`src/rtl/run_sequencer.sv`:
```
// Run controller for the 8-bit core: handles the req/done handshake, holds the core in reset,
// loads the program start address, counts RUN cycles and aborts runaway programs on timeout.
module run_sequencer #(
    parameter int unsigned D         = 12,
    parameter int unsigned CW        = 16,
    parameter int unsigned CLR_CYC   = 2,
    parameter int unsigned DRAIN_CYC = 1,
    parameter int unsigned TIMEOUT   = 4000,
    parameter int unsigned STRIDE    = 256
) (
    input  logic          clk,
    input  logic          reset,
    input  logic          req,
    input  logic [1:0]    prog_sel,
    input  logic          halt_in,
    output logic          core_rst,
    output logic          core_en,
    output logic [D-1:0]  start_addr,
    output logic          done,
    output logic          err_tmo,
    output logic [CW-1:0] cycle_cnt
);

    localparam int unsigned CCW = (CLR_CYC > 1)   ? $clog2(CLR_CYC)   : 1;
    localparam int unsigned DCW = (DRAIN_CYC > 1) ? $clog2(DRAIN_CYC) : 1;

    typedef enum logic [2:0] {IDLE, CLEAR, RUN, DRAIN, DONE} state_t;

    state_t         state, state_n;
    logic [CCW-1:0] clr_cnt, clr_cnt_n;
    logic [DCW-1:0] drain_cnt, drain_cnt_n;
    logic [CW-1:0]  cycle_cnt_n, cnt_inc;
    logic           err_tmo_n;
    logic [D-1:0]   start_addr_n;
    logic [31:0]    addr_prod;

    always_ff @(posedge clk or negedge reset) begin
        if (!reset) begin
            state      <= IDLE;
            clr_cnt    <= '0;
            drain_cnt  <= '0;
            cycle_cnt  <= '0;
            err_tmo    <= 1'b0;
            start_addr <= '0;
        end else begin
            state      <= state_n;
            clr_cnt    <= clr_cnt_n;
            drain_cnt  <= drain_cnt_n;
            cycle_cnt  <= cycle_cnt_n;
            err_tmo    <= err_tmo_n;
            start_addr <= start_addr_n;
        end
    end

    always_comb begin
        state_n      = state;
        clr_cnt_n    = clr_cnt;
        drain_cnt_n  = drain_cnt;
        cycle_cnt_n  = cycle_cnt;
        err_tmo_n    = err_tmo;
        start_addr_n = start_addr;
        cnt_inc      = (cycle_cnt == '1) ? cycle_cnt : cycle_cnt + 1'b1;
        addr_prod    = {30'd0, prog_sel} * STRIDE;

        core_rst = (state == IDLE) || (state == CLEAR);
        core_en  = (state == RUN);
        done     = (state == DONE);

        case (state)
            IDLE: begin
                if (req) begin
                    state_n      = CLEAR;
                    start_addr_n = addr_prod[D-1:0];
                    cycle_cnt_n  = '0;
                    err_tmo_n    = 1'b0;
                    clr_cnt_n    = '0;
                end
            end
            CLEAR: begin
                if (!req)                              state_n = IDLE;
                else if (clr_cnt == CCW'(CLR_CYC - 1)) state_n = RUN;
                else                                   clr_cnt_n = clr_cnt + 1'b1;
            end
            RUN: begin
                // The count is compared after increment, so TIMEOUT equals the number of RUN cycles.
                cycle_cnt_n = cnt_inc;
                if (!req) begin
                    state_n = IDLE;
                end else if (halt_in) begin
                    state_n     = DRAIN;
                    drain_cnt_n = '0;
                end else if (cnt_inc == CW'(TIMEOUT)) begin
                    state_n     = DRAIN;
                    drain_cnt_n = '0;
                    err_tmo_n   = 1'b1;
                end
            end
            DRAIN: begin
                if (!req)                                  state_n = IDLE;
                else if (drain_cnt == DCW'(DRAIN_CYC - 1)) state_n = DONE;
                else                                       drain_cnt_n = drain_cnt + 1'b1;
            end
            DONE: begin
                if (!req) state_n = IDLE;
            end
            default: state_n = IDLE;
        endcase
    end

endmodule

```
`config.mk`:
```
export PLATFORM = sky130hd
export DESIGN_NAME = run_sequencer
export DESIGN_NICKNAME = d
export VERILOG_FILES = /design/src/rtl/run_sequencer.sv
export SDC_FILE = /design/constraint.sdc
export NUM_CORES = 1
export LEC_CHECK = 0
export CORE_MARGIN = 5
export CORE_UTILIZATION = 35
export CTS_CLUSTER_SIZE = 8
export DETAILED_ROUTE_END_ITERATION = 10
export GPL_TIMING_DRIVEN = 1
export PLACE_DENSITY_LB_ADDON = 0.08
export SYNTH_ARGS = -nofsm -noshare
export SYNTH_HDL_FRONTEND = slang
export SYNTH_SLANG_ARGS = --single-unit
```
`constraint.sdc`:
```
create_clock -name clk -period 3.6 [get_ports clk]
set_input_delay 0.54 -clock clk [delete_from_list [all_inputs] [get_ports clk]]
set_output_delay 0.54 -clock clk [all_outputs]
set_load 0.02 [all_outputs]
```
==> run metrics, run 1 <==
synth unique cells 48; Non-Filler Instances 249; worst setup margin 0.966 ns; EDFF count, synth 0; hold buffer count at CTS 0; Core ar. 4380 um^2; Antenna Violating Nets Remaining 0; clk_lat worst skew 0.27 ns; Mapped Area 1580 um^2; CTS max path bufs 2; Fin Hold WS 0.508 ns; gpl congestion 0.885; pre-CTS setup slack 1.27 ns; Fmax 0.380 GHz; Startpoint Class flip-flop; PortBufs 27; Tmin final 2.63 ns; final core area utilization 42.9%; P&R area growth vs syn 18.8%; asr flop ratio synth 100%; Cell Pwr Density 475 nW/um^2; internal power 534 uW; Resize count post-CTS 0; max cap viols 0; result of the run completed; CTS tree built; Slew Viols, Final 0; fraction of layout cells with a size suffix above 1 9.64%; Post-Place Cells 245; FF-to-FF path depth 6; CP Class flip-flop to primary output; Comb power frac 35.5%; clk_skew 0.00699 ns; switch share 40.2%; critical path arrival 2.09 ns; NumNets Final 205; Clock Sinks 23; Starting Density 36.1%; Min-Delay Path Class flip-flop to flip-flop; Post-CTS Setup Bufs 0; Top Ports 38; top cells by area, synth dfrtp_1 36%, buf_4 4.7%, nor2_1 3.8%, a31oi_1 3.6%, nand2_1 3.1%; DR iter-0 viols 93; first-pass GRT wire length 7.11 mm; Critical Path RT 3.06 ns; Worst Hold Launch err_tmo; H-tree levels 1; Setup crit end kind primary output; Setup crit end core_en; clock-pin slew on the worst setup and hold paths 0.08 ns; setup_tns 0 ns; r2r setup slk 1.33 ns; TritonCTS Buffers 3; Die Span Y 77.2 um; DR DRC count 0; root buffer cell clkbuf_8; worst r2r dst cycle_cnt[13]; die width 77.2 um; P_sw 359 uW; most frequent cell after synthesis dfrtp_1; Worst Setup SP state[0]; DRT Pass-1 Iters 4; sequential share of the synthesized area 36.4%; total power 893 uW; initial antenna violation count 0; synthesized flop and latch total 23; top cell type's share of synthesized area 36.4%; gr usage total 14.3%; synth cell count leaders 23 x dfrtp_1, 16 x nor2_1, 13 x nand2_1, 10 x buf_4, 9 x a31oi_1; DPL Wire Length 3.06 mm; Synth Warn # 0; top cell type by total area after synthesis dfrtp_1; Slew Limit Headroom 26.6%; row cnt 24; final-report hold violation count 0; Final period util 73.2%; Final setup viols 0; final WL 4.21 mm; P_leak 0.747 nW; dominant synthesized flop cell dfrtp_1; unrepaired setup endpoints after global routing no; design area 1880 um^2; worst r2r src cycle_cnt[0]; largest net degree at the start of global routing 24; Synth Area per Inst 9.04 um^2; vias in the first global route 1,342; VDD IR max 154 uV; synthesized instance count 175; Vias 1,450; Clock Power Share 19.0%; wire per inst 16.9 um; Seq pwr share 45.6%; Via-to-Cell Ratio 5.82; GRT overflow 0; ant diodes 0; CP max FO 10; Slew @ Worst Pin 1.10 ns; placed inst area 1830 um^2; Die Area 5970 um^2
==> state kept, by name, summed over array words and instances (netlist names) <==
name	flops
cycle_cnt	16
state	3
err_tmo	1
clr_cnt	1
start_addr	2
==> per-layer routing <==
| metal | global-route usage (%) | share of wire, % | vias to the layer above |
|---|---|---|---|
| li1 | - | - | 684 |
| met2 | 21.5 | 47 | 52 |
| met1 | 20.9 | 46 | 705 |
| met3 | 1.99 | 5.1 | 9 |
| met5 | 0 | 0 | - |
| met4 | 4.30 | 1.8 | 0 |
==> worst min-delay path by stage <==
stage	slack [ns]	depth (start not counted)	to
2_1_floorplan	0.24	0	clr_cnt
3_3_place_gp	0.49	1	start_addr[9]
3_5_place_dp	0.49	2	err_tmo
4_1_cts	0.52	2	err_tmo
5_1_grt	0.52	1	start_addr[9]
6_report	0.51	2	err_tmo
==> cells in the final DEF (no fill, tap or decap), types with 2 or more instances in the layout <==
master           netlist  final
clkdlybuf4s50_1        0     27
dfrtp_1               23     23
nor2_1                16     16
nand2_1               13     13
conb_1                 1     10
a31oi_1                9      9
nor3_1                 7      7
a21oi_1                6      6
nand4_1                6      6
nand2b_1               5      5
and3_1                 5      5
mux2_2                 4      4
nand3_1                4      4
and4_1                 4      4
nor4_1                 4      4
mux2i_1                4      4
o21ai_1                4      4
nor3b_1                3      3
o21ai_0                3      3
o211ai_1               3      3
o21a_1                 3      3
clkbuf_8               0      3
or2_2                  2      2
nand4_4                2      2
or4_1                  2      2
a22o_1                 2      2
xnor2_1                2      2
==> layout make-up <==
| type | count | area, um^2 |
|---|---|---|
| fill | 447 | 2500 |
| multi-input combinational | 140 | 908 |
| sequential | 23 | 576 |
| timing repair buffer | 28 | 278 |
| tap | 52 | 65.1 |
| clock buffer | 3 | 41.3 |
| inverter | 2 | 7.51 |
| clock inverter | 1 | 5.00 |
==> power groups by stage <==
stage	sequential [mW]	combinational [mW]	clock, mW
2_1_floorplan	0.411	0.188	0
3_3_place_gp	0.408	0.320	0
3_5_place_dp	0.411	0.319	0
4_1_cts	0.407	0.320	0.175
5_1_grt	0.423	0.340	0.184
6_report	0.407	0.317	0.169
==> worst max-delay path, stage by stage (launching register included) <==
cell and delay, ns:
dfrtp_1 0.45, nand2b_1 0.18, or2_2 0.38, inv_2 0.19
clkdlybuf4s50_1 0.63
==> logic make-up (layout without fill, tap and decap cells) <==
group | count (synthesis) | in the layout | share of synthesized area, %
and+or+nand+nor | 79 | 79 | 29.7
AOI/OAI and AO/OA | 39 | 39 | 17.5
DFF | 23 | 23 | 36.4
buffers and inverters | 21 | 34 | 8.38
muxes | 8 | 8 | 5.38
xor gates and xnor gates | 3 | 3 | 1.66
adders and majority gates | 1 | 1 | 0.790
other | 1 | 10 | 0.237
No activity file was read; power rests on OpenSTA's default activity.
==> run 2, diff against run 1 <==
clock period = 2.35 ns   (was 3.6 ns; I/O delays follow)
==> run metrics, run 2 (synthesis results as in run 1) <==
DR iter-0 viols 75 (was 93); fraction of layout cells with a size suffix above 1 13.6% (was 9.64%); most frequent cells in the layout 26 x clkdlybuf4s50_1, 23 x dfrtp_1, 16 x nor2_1 (was 27 x clkdlybuf4s50_1, 23 x dfrtp_1, 16 x nor2_1); Largest regs cycle_cnt (16), state (3), start_addr (2) (unchanged); Top Ports 38 (unchanged); CP Class flip-flop to flip-flop (was flip-flop to primary output); DRT Pass-1 Iters 5 (was 4); P&R area growth vs syn 23.0% (was 18.8%); row cnt 24 (unchanged); Die Area 5970 um^2 (unchanged); Tmin final 2.09 ns; CTS max path bufs 2 (unchanged); Slew Viols, Final 0 (unchanged); P_leak 0.800 nW (was 0.747 nW); H-tree levels 1 (unchanged); DPL Wire Length 3.35 mm (was 3.06 mm); PortBufs 27 (unchanged); result of the run completed (unchanged); unrepaired setup endpoints after global routing no (unchanged); worst r2r src cycle_cnt[0] (unchanged); Cell Pwr Density 724 nW/um^2 (was 475 nW/um^2); Slew Limit Headroom 56.0% (was 26.6%); FILL cells 439 (was 447); ant diodes 0 (unchanged); Post-Place Cells 254 (was 245); Critical Path RT 2.56 ns (was 3.06 ns); worst r2r dst cycle_cnt[3] (was cycle_cnt[13]); clock-pin slew on the worst setup and hold paths 0.09 ns (was 0.08 ns); final WL 4.47 mm (was 4.21 mm); setup_tns 0 ns (unchanged); critical path arrival 2.30 ns (was 2.09 ns); VDD IR max 236 uV (was 154 uV); DR DRC count 0 (unchanged); root buffer cell clkbuf_8 (unchanged); gpl congestion 0.875 (was 0.885); commonest non-fill, non-tap cell in the layout clkdlybuf4s50_1 (unchanged); CTS tree built (unchanged); initial antenna violation count 0 (unchanged); GRT overflow 0 (unchanged); Vias 1,486 (was 1,450); NumNets Final 214 (was 205); largest net degree at the start of global routing 24 (unchanged); Min-Delay Path Class input pin to async pin (was flip-flop to flip-flop); Setup crit end kind flip-flop (was primary output); clk_lat worst skew 0.27 ns (about the same); r2r setup slk 0.26 ns (was 1.33 ns); Worst Setup SP cycle_cnt[0] (was state[0]); max cap viols 0 (unchanged); Die Span Y 77.2 um (unchanged); Startpoint Class flip-flop (unchanged); footprint of the multi-input gates 908 um^2 (unchanged); Final period util 88.9%; Slew @ Worst Pin 0.658 ns (was 1.10 ns); clk_skew 0.00607 ns (was 0.00699 ns); Antenna Violating Nets Remaining 0 (unchanged); Fmax 0.479 GHz; die width 77.2 um (unchanged); max reg flops 16 (unchanged); Via-to-Cell Ratio 5.76 (was 5.82); Core ar. 4380 um^2 (unchanged); Reg with most FFs cycle_cnt (unchanged); final-report hold violation count 0 (unchanged); CP max FO 11 (was 10); wire per inst 17.3 um (was 16.9 um); FF-to-FF path depth 6 (unchanged); vias in the first global route 1,442 (was 1,342); sequential cell area 576 um^2 (unchanged); Starting Density 36.1% (unchanged); Final setup viols 0 (unchanged); Non-Filler Instances 258 (was 249); TritonCTS Buffers 3 (unchanged); first-pass GRT wire length 7.36 mm (was 7.11 mm); worst setup margin 0.261 ns (was 0.966 ns); pre-CTS setup slack 0.286 ns (was 1.27 ns); gr usage total 14.9% (was 14.3%); Clock Sinks 23 (unchanged)
## run 2: cell count changes in the layout (fill, tap and decap cells not counted)
| cell | before | now |
|---|---|---|
| clkdlybuf4s50_1 | 27 | 26 |
| buf_4 | 1 | 10 |
| dlygate4sd2_1 | 0 | 1 |
## run 2: routing by layer
metal	share of wire (%)	vias up	global-route usage, %
li1	-	706	-
met1	45	720	20.6
met2	47	54	23.7
met3	7.3	6	3.16
met4	0.90	0	3.78
met5	0	-	0
## run 2: power breakdown
part | leakage (nW) | total (mW) | switching (mW) | internal (mW)
Combinational | 0.464 | 0.575 | 0.316 | 0.259
Sequential | 0.310 | 0.583 | 0.112 | 0.470
Clock | 0.0255 | 0.252 | 0.133 | 0.119
## run 2: worst max path at each step
stage                                to  slack (ns)  cells after the start
after CTS                       core_en        0.27                      4
after floorplan           cycle_cnt[13]        0.18                      8
after global routing      cycle_cnt[13]        0.15                      6
after global placement     cycle_cnt[0]        0.34                      6
final                      cycle_cnt[3]        0.26                      6
after detailed placement  cycle_cnt[13]        0.29                      6
## run 2: critical path, cell delays in order (launching register included)
cell	delay [ns]
dfrtp_1	0.44
ha_1	0.25
nand4_4	0.17
or4_4	0.66
and3_1	0.24
o21ai_1	0.12
a22o_1	0.15
## run 2: area by class of cell
class,instances,area share [%]
clock buffer,3,2.12
clock inverter,1,0.257
inverter,2,0.386
multi-input combinational,140,46.7
sequential,23,29.6
tap,52,3.34
timing repair buffer,37,17.7
## run 2: what timing repair did
action	CTS	global route
gates resized for setup	1	0
endpoints found under the setup margin	1	0
hold buffers	0	0
buffers inserted	0	0
## run 2: metrics by stage
step           power [mW]  cell area (um^2)  util, %  hold WS (ns)
2_1_floorplan       0.918              1620        -        0.0569
3_3_place_gp         1.16              1900     43.4         0.487
3_5_place_dp         1.17              1900     43.4         0.505
4_1_cts              1.42              1950     44.4         0.454
5_1_grt              1.50              1950     44.4         0.467
6_report             1.41              1950     44.4         0.443
==> run 3, diff against run 2 <==
CELL_PAD_IN_SITES_DETAIL_PLACEMENT = 1   (was default)
CELL_PAD_IN_SITES_GLOBAL_PLACEMENT = 2   (was default)
CORE_UTILIZATION = 26   (was 35)
==> run metrics, run 3 (synthesis results as in run 1) <==
ant diodes 0 (unchanged); fraction of layout cells with a size suffix above 1 14.0% (was 13.6%); CP peak stage delay 0.66 ns (about the same); GR Util met1 19.2% (was 20.6%); Largest regs cycle_cnt (16), state (3), start_addr (2) (unchanged); clk_skew 0.00630 ns (was 0.00607 ns); DRT Pass-1 Iters 4 (was 5); P_leak 0.805 nW (was 0.800 nW); critical path arrival 2.32 ns (was 2.30 ns); Setup crit end kind flip-flop (unchanged); TritonCTS Buffers 3 (unchanged); Seq pwr share 39.6% (was 41.3%); unrepaired setup endpoints after global routing no (unchanged); vias in the first global route 1,538 (was 1,442); CP max FO 11 (unchanged); Via-to-Cell Ratio 5.22 (was 5.76); Reg with most FFs cycle_cnt (unchanged); DR DRC count 0 (unchanged); placed inst area 1940 um^2 (was 1900 um^2); design area 1980 um^2 (was 1950 um^2); hold buffer count at CTS 0 (unchanged); die width 88.0 um (was 77.2 um); clk_lat worst skew 0.28 ns (was 0.27 ns); Vias 1,473 (was 1,486); r2r setup slk 0.25 ns (was 0.26 ns); max cap viols 0 (unchanged); PortBufs 27 (unchanged); internal power 861 uW (was 847 uW); root buffer cell clkbuf_8 (unchanged); VDD IR max 237 uV (was 236 uV); max reg flops 16 (unchanged); Tmin final 2.10 ns (was 2.09 ns); Antenna Violating Nets Remaining 0 (unchanged); GR Util met2 22.5% (was 23.7%); crit-path cells ha_1, nand4_4, or4_4, and3_1, o21ai_1, a22o_1 (unchanged); CP Class flip-flop to flip-flop (unchanged); setup_tns 0 ns (unchanged); first-pass GRT wire length 8.38 mm (was 7.36 mm); switch share 40.8% (was 39.9%); P&R area growth vs syn 25.3% (was 23.0%); NumNets Final 215 (was 214); Slew Limit Headroom 52.6% (was 56.0%); P_sw 593 uW (was 562 uW); slowest CP cell or4_4 (unchanged); wire per inst 17.9 um (was 17.3 um); Comb power frac 41.9% (was 40.8%); Global Route met3 Usage 3.01% (was 3.16%); Top Ports 38 (unchanged); Starting Density 26.7% (was 36.1%); Final period util 89.4% (was 88.9%); Critical Path RT 2.57 ns (was 2.56 ns); clock-pin slew on the worst setup and hold paths 0.10 ns (was 0.09 ns); Min-Delay Path Class input pin to async pin (unchanged); Resize count post-CTS 1 (unchanged); commonest non-fill, non-tap cell in the layout clkdlybuf4s50_1 (unchanged); Final setup viols 0 (unchanged); GRT overflow 0 (unchanged); FILL cells 721 (was 439); Slew Viols, Final 0 (unchanged); Die Span Y 88.0 um (was 77.2 um); result of the run completed (unchanged); gpl congestion 0.807 (was 0.875); Fmax 0.476 GHz (was 0.479 GHz); final-report hold violation count 0 (unchanged); DR iter-0 viols 71 (was 75); CTS tree built (unchanged); final WL 5.04 mm (was 4.47 mm); Cell Pwr Density 733 nW/um^2 (was 724 nW/um^2); footprint of the multi-input gates 908 um^2 (unchanged); DPL Wire Length 3.73 mm (was 3.35 mm); Clock Power Share 18.5% (was 17.9%); most frequent cells in the layout 26 x clkdlybuf4s50_1, 23 x dfrtp_1, 16 x nor2_1 (unchanged); Clock Sinks 23 (unchanged); row cnt 28 (was 24); Post-CTS Setup Bufs 0 (unchanged); grt peak-use layer met2 (unchanged); CTS max path bufs 2 (unchanged); Slew @ Worst Pin 0.709 ns (was 0.658 ns); Startpoint Class flip-flop (unchanged); gr usage total 13.8% (was 14.9%); sequential cell area 576 um^2 (unchanged); largest net degree at the start of global routing 24 (unchanged); initial antenna violation count 0 (unchanged); Die Area 7750 um^2 (was 5970 um^2); H-tree levels 1 (unchanged); Core ar. 5920 um^2 (was 4380 um^2)
==> run 3: cell types whose count changed in the layout (fill, tap and decap cells not counted), sizes merged <==
cell and change:
buf +1
==> run 3: cell type report <==
cell class	count	area share [%]
clock buffers	3	2.08
clock inverters	1	0.252
inverters	2	0.379
multi-input cells	140	45.8
flip-flops and latches	23	29.0
well taps	75	4.73
repair buffers	38	17.7
==> run 3: final timing paths <==
path | from | to | cells after the start
worst max-delay path | cycle_cnt[1] | cycle_cnt[3] | 6
worst min-delay path | reset | cycle_cnt[4] | 2
worst max register to register | cycle_cnt[1] | cycle_cnt[3] | 6
worst min register to register | err_tmo | err_tmo | 2
max in group asynchronous | reset | start_addr[9] | 2
min in group clk | err_tmo | err_tmo | 2
==> run 3: worst max-delay path: cells and delay by family (launching register included) <==
kind	cells	cell delay (ns)
flops	1	0.44
fa+ha+maj	1	0.26
simple gates	3	1.07
compound gates	2	0.27
==> run 3: per-layer routing <==
metal	routed length, um	part of all wire [%]	vias up
met2	2370	47	18
li1	-	-	702
met3	151	3.0	2
met1	2500	50	751
met5	0	0	-
met4	23	0.46	0
==> run 3: power groups by stage <==
| stage | clock, mW | combinational (mW) | sequential [mW] |
|---|---|---|---|
| detailed placement | 0 | 0.616 | 0.585 |
| finish | 0.269 | 0.609 | 0.575 |
| global route | 0.297 | 0.667 | 0.590 |
| global placement | 0 | 0.605 | 0.575 |
| CTS | 0.283 | 0.617 | 0.576 |
| floorplan | 0 | 0.289 | 0.629 |
==> run 3: metrics by stage <==
step | instances | util, % | total power, mW | hold slack, ns | setup WS (ns)
2_1_floorplan | 184 | - | 0.918 | 0.0569 | 0.181
3_3_place_gp | 278 | 32.7 | 1.18 | 0.488 | 0.301
5_1_grt | 282 | 33.5 | 1.55 | 0.468 | 0.118
6_report | 282 | 33.5 | 1.45 | 0.438 | 0.250
3_5_place_dp | 278 | 32.7 | 1.20 | 0.496 | 0.253
4_1_cts | 282 | 33.5 | 1.48 | 0.450 | 0.230
